## src/rtl/qduc_ctrl.sv

```systemverilog
// Sample feeder for a quadrature upconverter: buffers I/Q pairs, releases one
// pair every 256 clocks and applies tuning configuration on sample boundaries.
module qduc_ctrl #(
    parameter int ISZ       = 16,
    parameter int FSZ       = 26,
    parameter int DEPTH     = 16,
    parameter int PRIME_LVL = 8
) (
    input  logic                    clk,
    input  logic                    reset,
    input  logic                    enable,
    input  logic                    s_valid,
    output logic                    s_ready,
    input  logic signed [ISZ-1:0]   s_i,
    input  logic signed [ISZ-1:0]   s_q,
    input  logic                    cfg_wr,
    input  logic [FSZ-1:0]          cfg_lo_freq,
    input  logic [2:0]              cfg_flags,
    output logic signed [ISZ-1:0]   duc_i,
    output logic signed [ISZ-1:0]   duc_q,
    output logic                    duc_strobe,
    output logic [FSZ-1:0]          lo_freq,
    output logic                    lo_ns_en,
    output logic                    iq_swap,
    output logic                    tuner_byp,
    output logic                    duc_reset,
    output logic                    cfg_pending,
    output logic                    ufl_flag,
    output logic [15:0]             ufl_count,
    input  logic                    ufl_clr,
    output logic [1:0]              state,
    output logic [$clog2(DEPTH):0]  level
);

    localparam int AW = $clog2(DEPTH);
    localparam int LW = AW + 1;
    localparam logic [LW-1:0] FULL_LVL  = LW'(DEPTH);
    localparam logic [LW-1:0] START_LVL = LW'(PRIME_LVL);

    localparam logic [1:0] ST_IDLE  = 2'd0;
    localparam logic [1:0] ST_PRIME = 2'd1;
    localparam logic [1:0] ST_RUN   = 2'd2;
    localparam logic [1:0] ST_DRAIN = 2'd3;

    logic [2*ISZ-1:0]       mem_r [DEPTH];
    logic [AW-1:0]          wr_ptr_r;
    logic [AW-1:0]          rd_ptr_r;
    logic [LW-1:0]          level_r;
    logic [LW-1:0]          level_nxt_s;
    logic                   s_ready_r;
    logic [1:0]             state_r;
    logic [1:0]             state_nxt_s;
    logic [7:0]             phase_r;
    logic                   duc_reset_r;
    logic signed [ISZ-1:0]  duc_i_r;
    logic signed [ISZ-1:0]  duc_q_r;
    logic                   duc_strobe_r;
    logic [FSZ-1:0]         lo_freq_r;
    logic [2:0]             flags_r;
    logic [FSZ-1:0]         shadow_lo_r;
    logic [2:0]             shadow_flags_r;
    logic                   cfg_pending_r;
    logic                   ufl_flag_r;
    logic [15:0]            ufl_count_r;

    logic                   active_s;
    logic                   slot_s;
    logic                   empty_s;
    logic                   push_s;
    logic                   pop_s;
    logic                   under_s;
    logic                   apply_s;
    logic [2*ISZ-1:0]       rd_word_s;

    // Slot timing, FIFO handshakes and the resulting occupancy.
    always_comb begin
        active_s  = state_r[1];
        slot_s    = active_s && (phase_r == 8'hFF);
        empty_s   = (level_r == {LW{1'b0}});
        push_s    = s_valid && s_ready_r;
        pop_s     = slot_s && !empty_s;
        under_s   = slot_s && empty_s && (state_r == ST_RUN);
        apply_s   = cfg_pending_r && (slot_s || !active_s);
        rd_word_s = mem_r[rd_ptr_r];
        if (push_s && !pop_s) begin
            level_nxt_s = level_r + LW'(1);
        end else if (pop_s && !push_s) begin
            level_nxt_s = level_r - LW'(1);
        end else begin
            level_nxt_s = level_r;
        end
    end

    // Run-state sequencing; an empty slot while draining ends the run.
    always_comb begin
        state_nxt_s = state_r;
        case (state_r)
            ST_IDLE: begin
                if (enable) state_nxt_s = ST_PRIME;
                else        state_nxt_s = ST_IDLE;
            end
            ST_PRIME: begin
                if (!enable)                    state_nxt_s = ST_IDLE;
                else if (level_r >= START_LVL)  state_nxt_s = ST_RUN;
                else                            state_nxt_s = ST_PRIME;
            end
            ST_RUN: begin
                if (!enable) state_nxt_s = ST_DRAIN;
                else         state_nxt_s = ST_RUN;
            end
            ST_DRAIN: begin
                if (slot_s && empty_s) state_nxt_s = ST_IDLE;
                else if (enable)       state_nxt_s = ST_RUN;
                else                   state_nxt_s = ST_DRAIN;
            end
            default: state_nxt_s = ST_IDLE;
        endcase
    end

    // State register and the 256-clock phase counter.
    always_ff @(posedge clk) begin
        if (reset) begin
            state_r     <= ST_IDLE;
            phase_r     <= 8'd0;
            duc_reset_r <= 1'b1;
        end else begin
            state_r     <= state_nxt_s;
            phase_r     <= active_s ? (phase_r + 8'd1) : 8'd0;
            duc_reset_r <= !state_nxt_s[1];
        end
    end

    // FIFO storage; contents need no reset because the pointers define validity.
    always_ff @(posedge clk) begin
        if (push_s) begin
            mem_r[wr_ptr_r] <= {s_i, s_q};
        end
    end

    // FIFO pointers, occupancy and ready.
    always_ff @(posedge clk) begin
        if (reset) begin
            wr_ptr_r  <= {AW{1'b0}};
            rd_ptr_r  <= {AW{1'b0}};
            level_r   <= {LW{1'b0}};
            s_ready_r <= 1'b1;
        end else begin
            if (push_s) wr_ptr_r <= wr_ptr_r + AW'(1);
            if (pop_s)  rd_ptr_r <= rd_ptr_r + AW'(1);
            level_r   <= level_nxt_s;
            s_ready_r <= (level_nxt_s < FULL_LVL);
        end
    end

    // Sample output: loaded only at slots, zero when nothing was available.
    always_ff @(posedge clk) begin
        if (reset) begin
            duc_i_r      <= '0;
            duc_q_r      <= '0;
            duc_strobe_r <= 1'b0;
        end else begin
            duc_strobe_r <= pop_s || under_s;
            if (pop_s) begin
                duc_i_r <= rd_word_s[2*ISZ-1:ISZ];
                duc_q_r <= rd_word_s[ISZ-1:0];
            end else if (slot_s) begin
                duc_i_r <= '0;
                duc_q_r <= '0;
            end
        end
    end

    // Shadowed tuning config; a same-cycle write re-arms pending for the next slot.
    always_ff @(posedge clk) begin
        if (reset) begin
            lo_freq_r      <= '0;
            flags_r        <= 3'b000;
            shadow_lo_r    <= '0;
            shadow_flags_r <= 3'b000;
            cfg_pending_r  <= 1'b0;
        end else begin
            if (apply_s) begin
                lo_freq_r <= shadow_lo_r;
                flags_r   <= shadow_flags_r;
            end
            if (cfg_wr) begin
                shadow_lo_r    <= cfg_lo_freq;
                shadow_flags_r <= cfg_flags;
                cfg_pending_r  <= 1'b1;
            end else if (apply_s) begin
                cfg_pending_r  <= 1'b0;
            end
        end
    end

    // Underflow bookkeeping; clear wins over a coincident underflow.
    always_ff @(posedge clk) begin
        if (reset) begin
            ufl_flag_r  <= 1'b0;
            ufl_count_r <= 16'd0;
        end else if (ufl_clr) begin
            ufl_flag_r  <= 1'b0;
            ufl_count_r <= 16'd0;
        end else if (under_s) begin
            ufl_flag_r <= 1'b1;
            if (ufl_count_r != 16'hFFFF) begin
                ufl_count_r <= ufl_count_r + 16'd1;
            end
        end
    end

    assign s_ready     = s_ready_r;
    assign duc_i       = duc_i_r;
    assign duc_q       = duc_q_r;
    assign duc_strobe  = duc_strobe_r;
    assign lo_freq     = lo_freq_r;
    assign lo_ns_en    = flags_r[0];
    assign iq_swap     = flags_r[1];
    assign tuner_byp   = flags_r[2];
    assign duc_reset   = duc_reset_r;
    assign cfg_pending = cfg_pending_r;
    assign ufl_flag    = ufl_flag_r;
    assign ufl_count   = ufl_count_r;
    assign state       = state_r;
    assign level       = level_r;

endmodule

```

## config.mk

```make
export PLATFORM = sky130hd
export DESIGN_NAME = qduc_ctrl
export DESIGN_NICKNAME = d
export VERILOG_FILES = /design/src/rtl/qduc_ctrl.sv
export SDC_FILE = /design/constraint.sdc
export NUM_CORES = 1
export LEC_CHECK = 0
export ABC_AREA = 0
export BUFFER_PORTS_ARGS = -buffer_cell sky130_fd_sc_hd__buf_2
export CAP_MARGIN = 40
export CORE_MARGIN = 2
export CORE_UTILIZATION = 25
export CTS_CLUSTER_DIAMETER = 150
export DETAILED_ROUTE_END_ITERATION = 16
export GPL_TIMING_DRIVEN = 0
export PLACE_DENSITY = 0.41
export SLEW_MARGIN = 0
export SYNTH_ARGS = -nofsm -noshare
export SYNTH_HDL_FRONTEND = slang
export SYNTH_SLANG_ARGS = --single-unit
```

## constraint.sdc

```tcl
create_clock -name clk -period 4.55 [get_ports clk]
set_input_delay 0.91 -clock clk [delete_from_list [all_inputs] [get_ports clk]]
set_output_delay 0.91 -clock clk [all_outputs]
set_load 0.1 [all_outputs]
```

Word level (Yosys, flattened, before mapping)
Memories as Yosys holds them, arrays and structs flattened. A register that Yosys moved wholly into a read port is not among the register bits.
Cells that the tools add are included.
{"block": "word_totals", "register_bits": 134, "mem_bits_rw": 512, "input_bits": 67, "out_inout_bits": 89, "wordCells": 71, "mem_count": 1}
{"block": "classes", "add_sub_neg": 6, "order_cmp": 2, "n_eq_ne": 5, "muxes": 17, "n_bitwise": 1, "reduce_logical": 22}
{"name": "mem_r", "words": 16, "word_bits": 32, "rd": 1, "rd_clocked_by_memory_dff": 1, "wr": 1, "line": "45", "source": "logic [2*ISZ-1:0] mem_r [DEPTH];"}
{"cell": "two-way mux 16 bit", "count": 3}
{"cell": "adder 16 x 1 -> 16 bit (second input constant)", "count": 1}
{"cell": "!= test 16 bit (second input constant)", "count": 1}
{"cell": "two-way mux 5 bit", "count": 2}
{"cell": "adder 4 x 1 -> 4 bit (second input constant)", "count": 2}
{"cell": "adder 8 x 1 -> 8 bit (second input constant)", "count": 1}
{"cell": "== test 8 bit (second input constant)", "count": 1}
{"cell": "logical AND 1 bit", "count": 8}
{"cell": "two-way mux 4 bit", "count": 2}
{"cell": "one-hot mux 2 bit (4 select lines)", "count": 1}
{"cell": "two-way mux 1 bit", "count": 6}
{"cell": "two-way mux 2 bit", "count": 3}
{"cell": "adder 5 x 1 -> 5 bit (second input constant)", "count": 1}
{"cell": "greater-or-equal comparator 5 x 4 -> 1 bit (second input constant)", "count": 1}
{"cell": "logical NOT 1 bit", "count": 5}
{"cell": "logical NOT 5 bit", "count": 1}
{"cell": "< comparator 5 bit (second input constant)", "count": 1}
{"cell": "subtractor 5 x 1 -> 5 bit (second input constant)", "count": 1}
{"cell": "== test 2 bit (second input constant)", "count": 2}
{"cell": "nonzero test 2 bit", "count": 2}
{"cell": "OR reduction 2 bit", "count": 2}
{"cell": "== test 2 x 1 -> 1 bit (second input constant)", "count": 1}
{"cell": "logical NOT 2 bit", "count": 1}
{"cell": "logical OR 1 bit", "count": 2}
{"cell": "other kinds (2)", "count": 2}

Longest topological paths before layout
Gate-level depths: netlist of the first run.
{"block": "depth", "depth_word": 7, "ltp_mapped": 12, "depth_no_buf": 11}

Least setup slack after synthesis of the first run
OpenSTA, ideal clock, no wires.
{"block": "synth_path", "path_type": "register to register", "from": "register s_ready_r (netlist: s_ready)", "to": "memory mem_r[3][0] (netlist bit), enable pin", "setup_ns": 0.461, "arrival_ns": 3.680, "required_ns": 4.089, "slack_ns": 0.409, "stages_incl_launch_ff": 5, "path_buffers": 0, "synth_period_minus_slack_ns": 4.141, "cell_sequence": "dfxtp_1 > nand2_1 > clkinv_1 > nand2_1 > nor3_1"}
{"block": "synth_via", "elab_chain_cells": 3}
{"item": "from (decl)", "line": "50", "source": "logic s_ready_r;"}
{"item": "from (signal assigned)", "line": "151", "source": "s_ready_r <= (level_nxt_s < FULL_LVL);"}
{"item": "logical AND 1 bit", "line": "80", "source": "push_s = s_valid && s_ready_r;"}
{"item": "via push_s", "line": "69", "source": "logic push_s;"}
{"item": "two-way mux 1 bit", "line": "135", "source": "if (push_s) begin"}
{"item": "two-way mux 1 bit (implied by the code)", "line": "136", "source": "mem_r[wr_ptr_r] <= {s_i, s_q};"}
{"item": "to (decl)", "line": "45"}
The timed path passes the listed nets, and every way through them passes these cells.

Worst setup path after layout of the first run
{"block": "layout_path", "from": "register level_r[0] (netlist: level[0])", "to": "register s_ready_r (netlist: s_ready)"}
{"block": "layout_via", "elab_chain_cells": 7, "word_cells_on_any_way": 11, "cone_classes": "add/sub (2); order compare (1); mux (2); reduce/logical (6)"}
{"item": "from (decl)", "line": "48", "source": "logic [LW-1:0] level_r;"}
{"item": "from (signal assigned)", "line": "145", "source": "level_r <= {LW{1'b0}};"}
{"item": "from (signal assigned)", "line": "150", "source": "level_r <= level_nxt_s;"}
{"item": "branches (longest 5 deep; another with subtractor 5 x 1 -> 5 bit)"}
{"item": "two-way mux 5 bit *", "line": "85", "source": "if (push_s && !pop_s) begin"}
{"item": "< comparator 5 bit *", "line": "151"}
Mark *: on every way between the ends.
A chain may end at the register's enable or synchronous reset.

==> impl_metrics.env, run 1 <==
export IMPL_synth_common_cells="edfxtp_1 (512), nand2_1 (148), dfxtp_1 (138)"
export IMPL_syn_instance_count=1391
export IMPL_grt_pass1_wl_microns=96200
export IMPL_grt_pass1_vias=13972
export IMPL_syn_to_final_growth_pct=22.7
export IMPL_grt_setup_unrepaired="no"
export IMPL_synthTopCellsByArea="edfxtp_1 (62%), mux4_2 (11%), dfxtp_1 (11%), mux2i_1 (2.8%), nand2_1 (2.3%)"
export IMPL_io_pins=156
export IMPL_die_width_microns=318
export IMPL_holdBufCountCts=0
export IMPL_clock_latency_ns=0.62
export IMPL_drc_errors=0
export IMPL_fmax_mhz=317
export IMPL_placed_cells=2878
export IMPL_post_drt_wl_per_cell_microns=21.7
export IMPL_layoutNonFillerInstCount=3020
export IMPL_finClkSkew_ns=0.0149
export IMPL_ys_warn_count=0
export IMPL_crit_path_top_delay_cell="or4_1"
export IMPL_first_pass_iters=4
export IMPL_path_buf_inv=4
export IMPL_cts_buffer_depth=3
export IMPL_period_share_pct=69.3
export IMPL_cts_tree="done"
export IMPL_power_mw=13.0
export IMPL_cts_sinks=650
export IMPL_synth_seq_area_share_pct=73.6
export IMPL_clockRootBuffer="clkbuf_16"
export IMPL_cts_buffers=77
export IMPL_critPathCaptureType="register"
export IMPL_cts_resized=0
export IMPL_drive_above_1_share_pct=29.9
export IMPL_p_leak_nw=9.87
export IMPL_crit_family="simple AND/OR/NAND/NOR gates"
export IMPL_finalHoldViolCount=0
export IMPL_timing_hold_ws_ns=0.449
export IMPL_maxSlewViolCount=0
export IMPL_syn_avg_cell_area_sq_um=17.7
export IMPL_dp_hpwl_microns=44400
export IMPL_drtAntennaViolNets=0
export IMPL_rr_worst_depth=12
export IMPL_tightest_slew_ns=0.898
export IMPL_rrSetupSlack_ns=1.40
export IMPL_drt_initial_drc_count=941
export IMPL_start_util_pct=25.2
export IMPL_via_per_inst=4.43
export IMPL_synth_edf_count=512
export IMPL_cp_start_kind="register"
export IMPL_core_sq_um=98000
export IMPL_globalRouteOverflowTotal=0
export IMPL_setup_viol_count_final=0
export IMPL_slowest_delay_ns=0.55
export IMPL_fin_tns_setup_ns=0
export IMPL_ys_seq_elements=650
export IMPL_die_area_sq_um=101000
export IMPL_cp_depth=12
export IMPL_critical_path_class="reg2reg"
export IMPL_antenna_found_initial=5
export IMPL_syn_cell_area_sq_um=24600
export IMPL_gp_congestion=0.714
export IMPL_routed_wl_microns=65400
export IMPL_placementRows=115
export IMPL_grt_max_degree=21
export IMPL_ctsHtreeMaxLevel=3
export IMPL_syn_nets=1470
export IMPL_required_ns=5.05
export IMPL_final_util_pct=30.9
export IMPL_clkTransAtPathRegs_ns=0.06
export IMPL_yosysTopAreaCell="edfxtp_1"
export IMPL_synth_cell_type_count=54
export IMPL_synth_ff_type="edfxtp_1"
export IMPL_cp_max_fo=10
export IMPL_critPathArrivalTime_ns=3.65
export IMPL_slew_headroom_pct=39.8
export IMPL_power_density_nw_per_um2=429
export IMPL_hold_depth=2
export IMPL_synth_top_area_share_pct=62.4
export IMPL_async_flop_share_pct=0
export IMPL_synth_most_common_cell="edfxtp_1"
export IMPL_outcome="finished, final reports clean"
export IMPL_post_cts_buffers=0
export IMPL_cp_cell_sequence="inv_1 > ha_1 > nor4b_1 > or4_1 > clkbuf_1 > ha_1 > clkbuf_1 > nand3b_1 > o31ai_1 > xor2_1 > nor2b_1 > inv_1"
export IMPL_fin_crit_ns=3.15
export IMPL_fin_nets=1749
export IMPL_fp_dieH_microns=318
export IMPL_io_buffers=154
export IMPL_hp_class="reg2reg"
export IMPL_drv_cap=0
export IMPL_num_vias=13392
export IMPL_peakVddDrop_v=0.000267
export IMPL_grt_total_usage_pct=12.9
[registers in the layout, indices dropped and copies added (netlist names), named ones only]
name and count:
cfg_pending 1, duc_i 16, duc_q 16, duc_reset 1, duc_strobe 1, flags_r 3, level 5, lo_freq 26
mem_r 512, phase_r 8, rd_ptr_r 4, s_ready 1, shadow_flags_r 3, shadow_lo_r 26, state 2, ufl_count 16
ufl_flag 1, wr_ptr_r 4
[layer usage]
| layer | routed length [microns] | share of wire [%] | up-vias | global-route usage, % |
|---|---|---|---|---|
| met5 | 13 | 0.020 | - | 0 |
| met4 | 1590 | 2.4 | 2 | 3.77 |
| met3 | 2610 | 4.0 | 95 | 2.43 |
| met2 | 31800 | 49 | 276 | 21.4 |
| met1 | 29400 | 45 | 7012 | 17.3 |
| li1 | - | - | 6007 | - |
[report_power, final]
part           switching, mW  internal, mW  total, mW
Clock                   2.46          3.59       6.06
Combinational          0.275         0.124      0.399
Sequential            0.0258          6.48       6.51
Total                   2.76          10.2       13.0
[cell type report]
| cell class | instances | area, sq um |
|---|---|---|
| multi-input combinational | 654 | 6250 |
| clock inverter | 35 | 369 |
| sequential | 650 | 18100 |
| fill | 9592 | 67700 |
| inverter | 11 | 41.3 |
| clock buffer | 106 | 2110 |
| timing repair buffer | 200 | 1400 |
| buffer | 76 | 332 |
| tap | 1287 | 1610 |
| antenna | 1 | 2.50 |
[metrics by stage]
stage / worst slack, ns / area [sq um]
6_report: 1.40 / 30200
5_1_grt: 1.13 / 30200
4_1_cts: 1.40 / 30200
3_5_place_dp: 1.35 / 27800
3_3_place_gp: -2.84 / 27000
2_1_floorplan: 0.409 / 24600
[worst min-delay path, cell delays in order, from the launching register on]
cell and delay [ns]:
dfxtp_1 0.30, nand2_1 0.05, a21oi_1 0.05
[final timing paths]
path / start / to
setup / recovery: level[0] / s_ready
hold / removal: shadow_lo_r[19] / lo_freq[19]
setup reg to reg: level[0] / s_ready
hold reg to reg: shadow_lo_r[19] / lo_freq[19]
[cells in the final DEF, fill, tap and decap left out, types with 6 or more instances in the layout]
cell	count
a21oi_1	42
buf_1	11
buf_12	11
buf_2	176
buf_4	12
buf_6	17
buf_8	7
bufinv_16	6
clkbuf_1	61
clkbuf_16	77
clkbuf_8	7
clkinv_1	10
clkinv_2	13
dfxtp_1	138
edfxtp_1	512
ha_1	12
inv_1	9
mux2_2	32
mux2i_1	68
mux4_2	124
nand2_1	148
nand3_1	9
nand4_1	11
nor2_1	65
nor2_4	12
o211ai_1	35
o21ai_0	8
xor2_1	11
[cell families after synthesis]
| family | count (synthesis) | synth area share, % |
|---|---|---|
| compound gates | 108 | 2.80 |
| xor+xnor | 16 | 0.569 |
| fa+ha+maj | 12 | 0.609 |
| buf+inv | 87 | 1.51 |
| flops | 650 | 73.6 |
| mux | 224 | 15.6 |
| simple gates | 294 | 5.37 |
(Power assumes the default switching activity.)
==> inputs of run 2 (changes only) <==
- PLACE_DENSITY: 0.41 -> 0.42
- clock period: 4.55 -> 2.8 ns (I/O delays scaled with it)
==> run 2 against run 1 <==
  * Maximum frequency up 21%
  * First-iteration DRC count down 14%
  * Wire length down 1.9%
  * Clock power up 57%
  * Combinational power up 68%
  * Register-to-register slack worse by 1.2 ns
  * Non-clock buffer count down 7
  * Power up 60%
  * Critical path type unchanged
  * Critical endpoint unchanged
  * Largest cell class unchanged
  * Highest routed layer unchanged
==> impl_metrics.env, run 2 (synthesis gave the netlist of run 1 again) <==
export IMPL_hold_depth=3
export IMPL_dp_hpwl_microns=43500
export IMPL_layout_setup_ws_ns=0.199
export IMPL_clkTransAtPathRegs_ns=0.06
export IMPL_pwr_share_seq_pct=51.0
export IMPL_cp_max_fo=10
export IMPL_grt_total_usage_pct=12.7
export IMPL_fmax_mhz=384
export IMPL_hp_class="in2reg"
export IMPL_layout_common_cells="edfxtp_1 (512), buf_2 (178), nand2_1 (148), dfxtp_1 (130), mux4_2 (124)"
export IMPL_clock_latency_ns=0.63
export IMPL_die_area_sq_um=101000
export IMPL_p_leak_nw=9.84
export IMPL_drc_errors=0
export IMPL_die_width_microns=318
export IMPL_p_switching_mw=4.41
export IMPL_slowest_delay_ns=0.43
export IMPL_crit_start="level[0]"
export IMPL_grt_setup_unrepaired="no"
export IMPL_grt_pass1_vias=13807
export IMPL_diodes=0
export IMPL_globalRouteOverflowTotal=0
export IMPL_critPathCaptureType="register"
export IMPL_start_util_pct=25.2
export IMPL_finClkSkew_ns=0.0355
export IMPL_ctsHtreeMaxLevel=3
export IMPL_top_register="mem_r"
export IMPL_cp_start_kind="register"
export IMPL_first_pass_iters=6
export IMPL_fp_dieH_microns=318
export IMPL_fin_tns_setup_ns=0
export IMPL_tightest_slew_ns=0.868
export IMPL_critPathArrivalTime_ns=3.12
export IMPL_num_vias=13145
export IMPL_period_share_pct=92.9
export IMPL_gp_congestion=0.731
export IMPL_clkPwrFrac_pct=45.8
export IMPL_cp_cell_sequence="inv_2 > ha_1 > nor4b_1 > or4_4 > clkbuf_8 > ha_2 > nand3b_1 > o31ai_2 > xor2_1 > nor2b_2 > inv_1"
export IMPL_syn_to_final_growth_pct=23.0
export IMPL_cts_tree="done"
export IMPL_slew_headroom_pct=42.1
export IMPL_outcome="finished, final reports clean"
export IMPL_intPower_mw=16.3
export IMPL_critical_path_class="reg2reg"
export IMPL_antenna_found_initial=6
export IMPL_rr_worst_depth=11
export IMPL_setup_viol_count_final=0
export IMPL_holdBufCountCts=0
export IMPL_placementRows=115
export IMPL_grt_max_degree=20
export IMPL_cts_sinks=650
export IMPL_io_pins=156
export IMPL_dp_slack_ns=-0.173
export IMPL_required_ns=3.32
export IMPL_via_per_inst=4.37
export IMPL_reg2reg_to="s_ready"
export IMPL_peakVddDrop_v=0.000393
export IMPL_placed_cell_area_sq_um=27900
export IMPL_io_buffers=154
export IMPL_power_density_nw_per_um2=684
export IMPL_pwr_share_comb_pct=3.2
export IMPL_core_sq_um=98000
export IMPL_cts_buffers=74
export IMPL_drtAntennaViolNets=0
export IMPL_fin_nets=1739
export IMPL_drive_above_1_share_pct=31.0
export IMPL_largest_register_ff_count=512
export IMPL_routed_wl_microns=64200
export IMPL_cts_buffer_depth=3
export IMPL_finish_instance_area_sq_um=30300
export IMPL_rrSetupSlack_ns=0.20
export IMPL_final_util_pct=30.9
export IMPL_final_common_cell="edfxtp_1"
export IMPL_drt_initial_drc_count=807
export IMPL_maxSlewViolCount=0
export IMPL_critPathCapture="s_ready"
export IMPL_crit_path_top_delay_cell="or4_4"
export IMPL_post_drt_wl_per_cell_microns=21.3
export IMPL_p_sw_share_pct=21.3
export IMPL_finalHoldViolCount=0
export IMPL_timing_hold_ws_ns=0.178
export IMPL_r2r_start="level[0]"
export IMPL_grt_pass1_wl_microns=94100
export IMPL_clockRootBuffer="clkbuf_16"
export IMPL_fin_crit_ns=2.60
export IMPL_drv_cap=0
==> run 2: changes by cell type in the layout (fill, tap and decap cells not counted), sizes merged, moves of 2 or more <==
cell	before	now
bufinv	6	3
buf	236	229
clkinv	25	23
clkbuf	146	144
inv	13	15
==> run 2: through the flow <==
step / instances / power (mW)
after floorplan: 1391 / 11.1
after global placement: 2832 / 11.4
after detailed placement: 2870 / 11.5
after CTS: 3008 / 21.1
after global routing: 3008 / 21.5
final: 3008 / 20.7
==> run 2: power groups by stage <==
| stage | logic (mW) | clock network (mW) | registers (mW) |
|---|---|---|---|
| after floorplan | 0.250 | 0 | 10.9 |
| after global placement | 0.606 | 0 | 10.8 |
| after detailed placement | 0.684 | 0 | 10.8 |
| after CTS | 0.686 | 9.82 | 10.6 |
| after global routing | 0.731 | 10.2 | 10.6 |
| final | 0.671 | 9.49 | 10.6 |
==> run 2: routing by layer <==
layer  GRT usage [%]  share of wire, %  wire (microns)  vias to the layer above
met2            21.5                50           31900                      256
met3            3.01               4.9            3140                       72
met4            2.99               1.4             887                        6
met1            16.3                44           28200                     6839
li1                -                 -               -                     5972
met5               0             0.062              40                        -
==> run 2: cell type report <==
type / instances / area [sq um]
Fill cell: 9669 / 67700
Clock buffer: 104 / 2110
Multi-Input combinational cell: 654 / 6310
Tap cell: 1287 / 1610
Buffer: 75 / 345
Inverter: 11 / 41.3
Timing Repair Buffer: 194 / 1460
Sequential cell: 650 / 18200
Clock inverter: 33 / 282
==> run 2: worst max-delay path: cells and delay by family (launching register included) <==
| family | cells | cell delay, ns |
|---|---|---|
| xor gates and xnor gates | 1 | 0.16 |
| DFF | 1 | 0.39 |
| AOI/OAI and AO/OA | 1 | 0.27 |
| and+or+nand+nor | 4 | 0.98 |
| adders and majority gates | 2 | 0.43 |
| buffers and inverters | 3 | 0.28 |
==> run 2: worst min-delay path by stage <==
stage	from	end
4_1_cts	cfg_lo_freq[19]	shadow_lo_r[19]
2_1_floorplan	phase_r[0]	phase_r[0]
5_1_grt	cfg_lo_freq[19]	shadow_lo_r[19]
3_5_place_dp	shadow_lo_r[8]	lo_freq[8]
6_report	cfg_lo_freq[19]	shadow_lo_r[19]
3_3_place_gp	shadow_lo_r[21]	lo_freq[21]
==> run 2: repair_timing <==
action	4_1_cts	5_1_grt
resized for setup	8	9
pin swaps	2	1
setup buffers	1	1
endpoints found under the setup margin	23	19
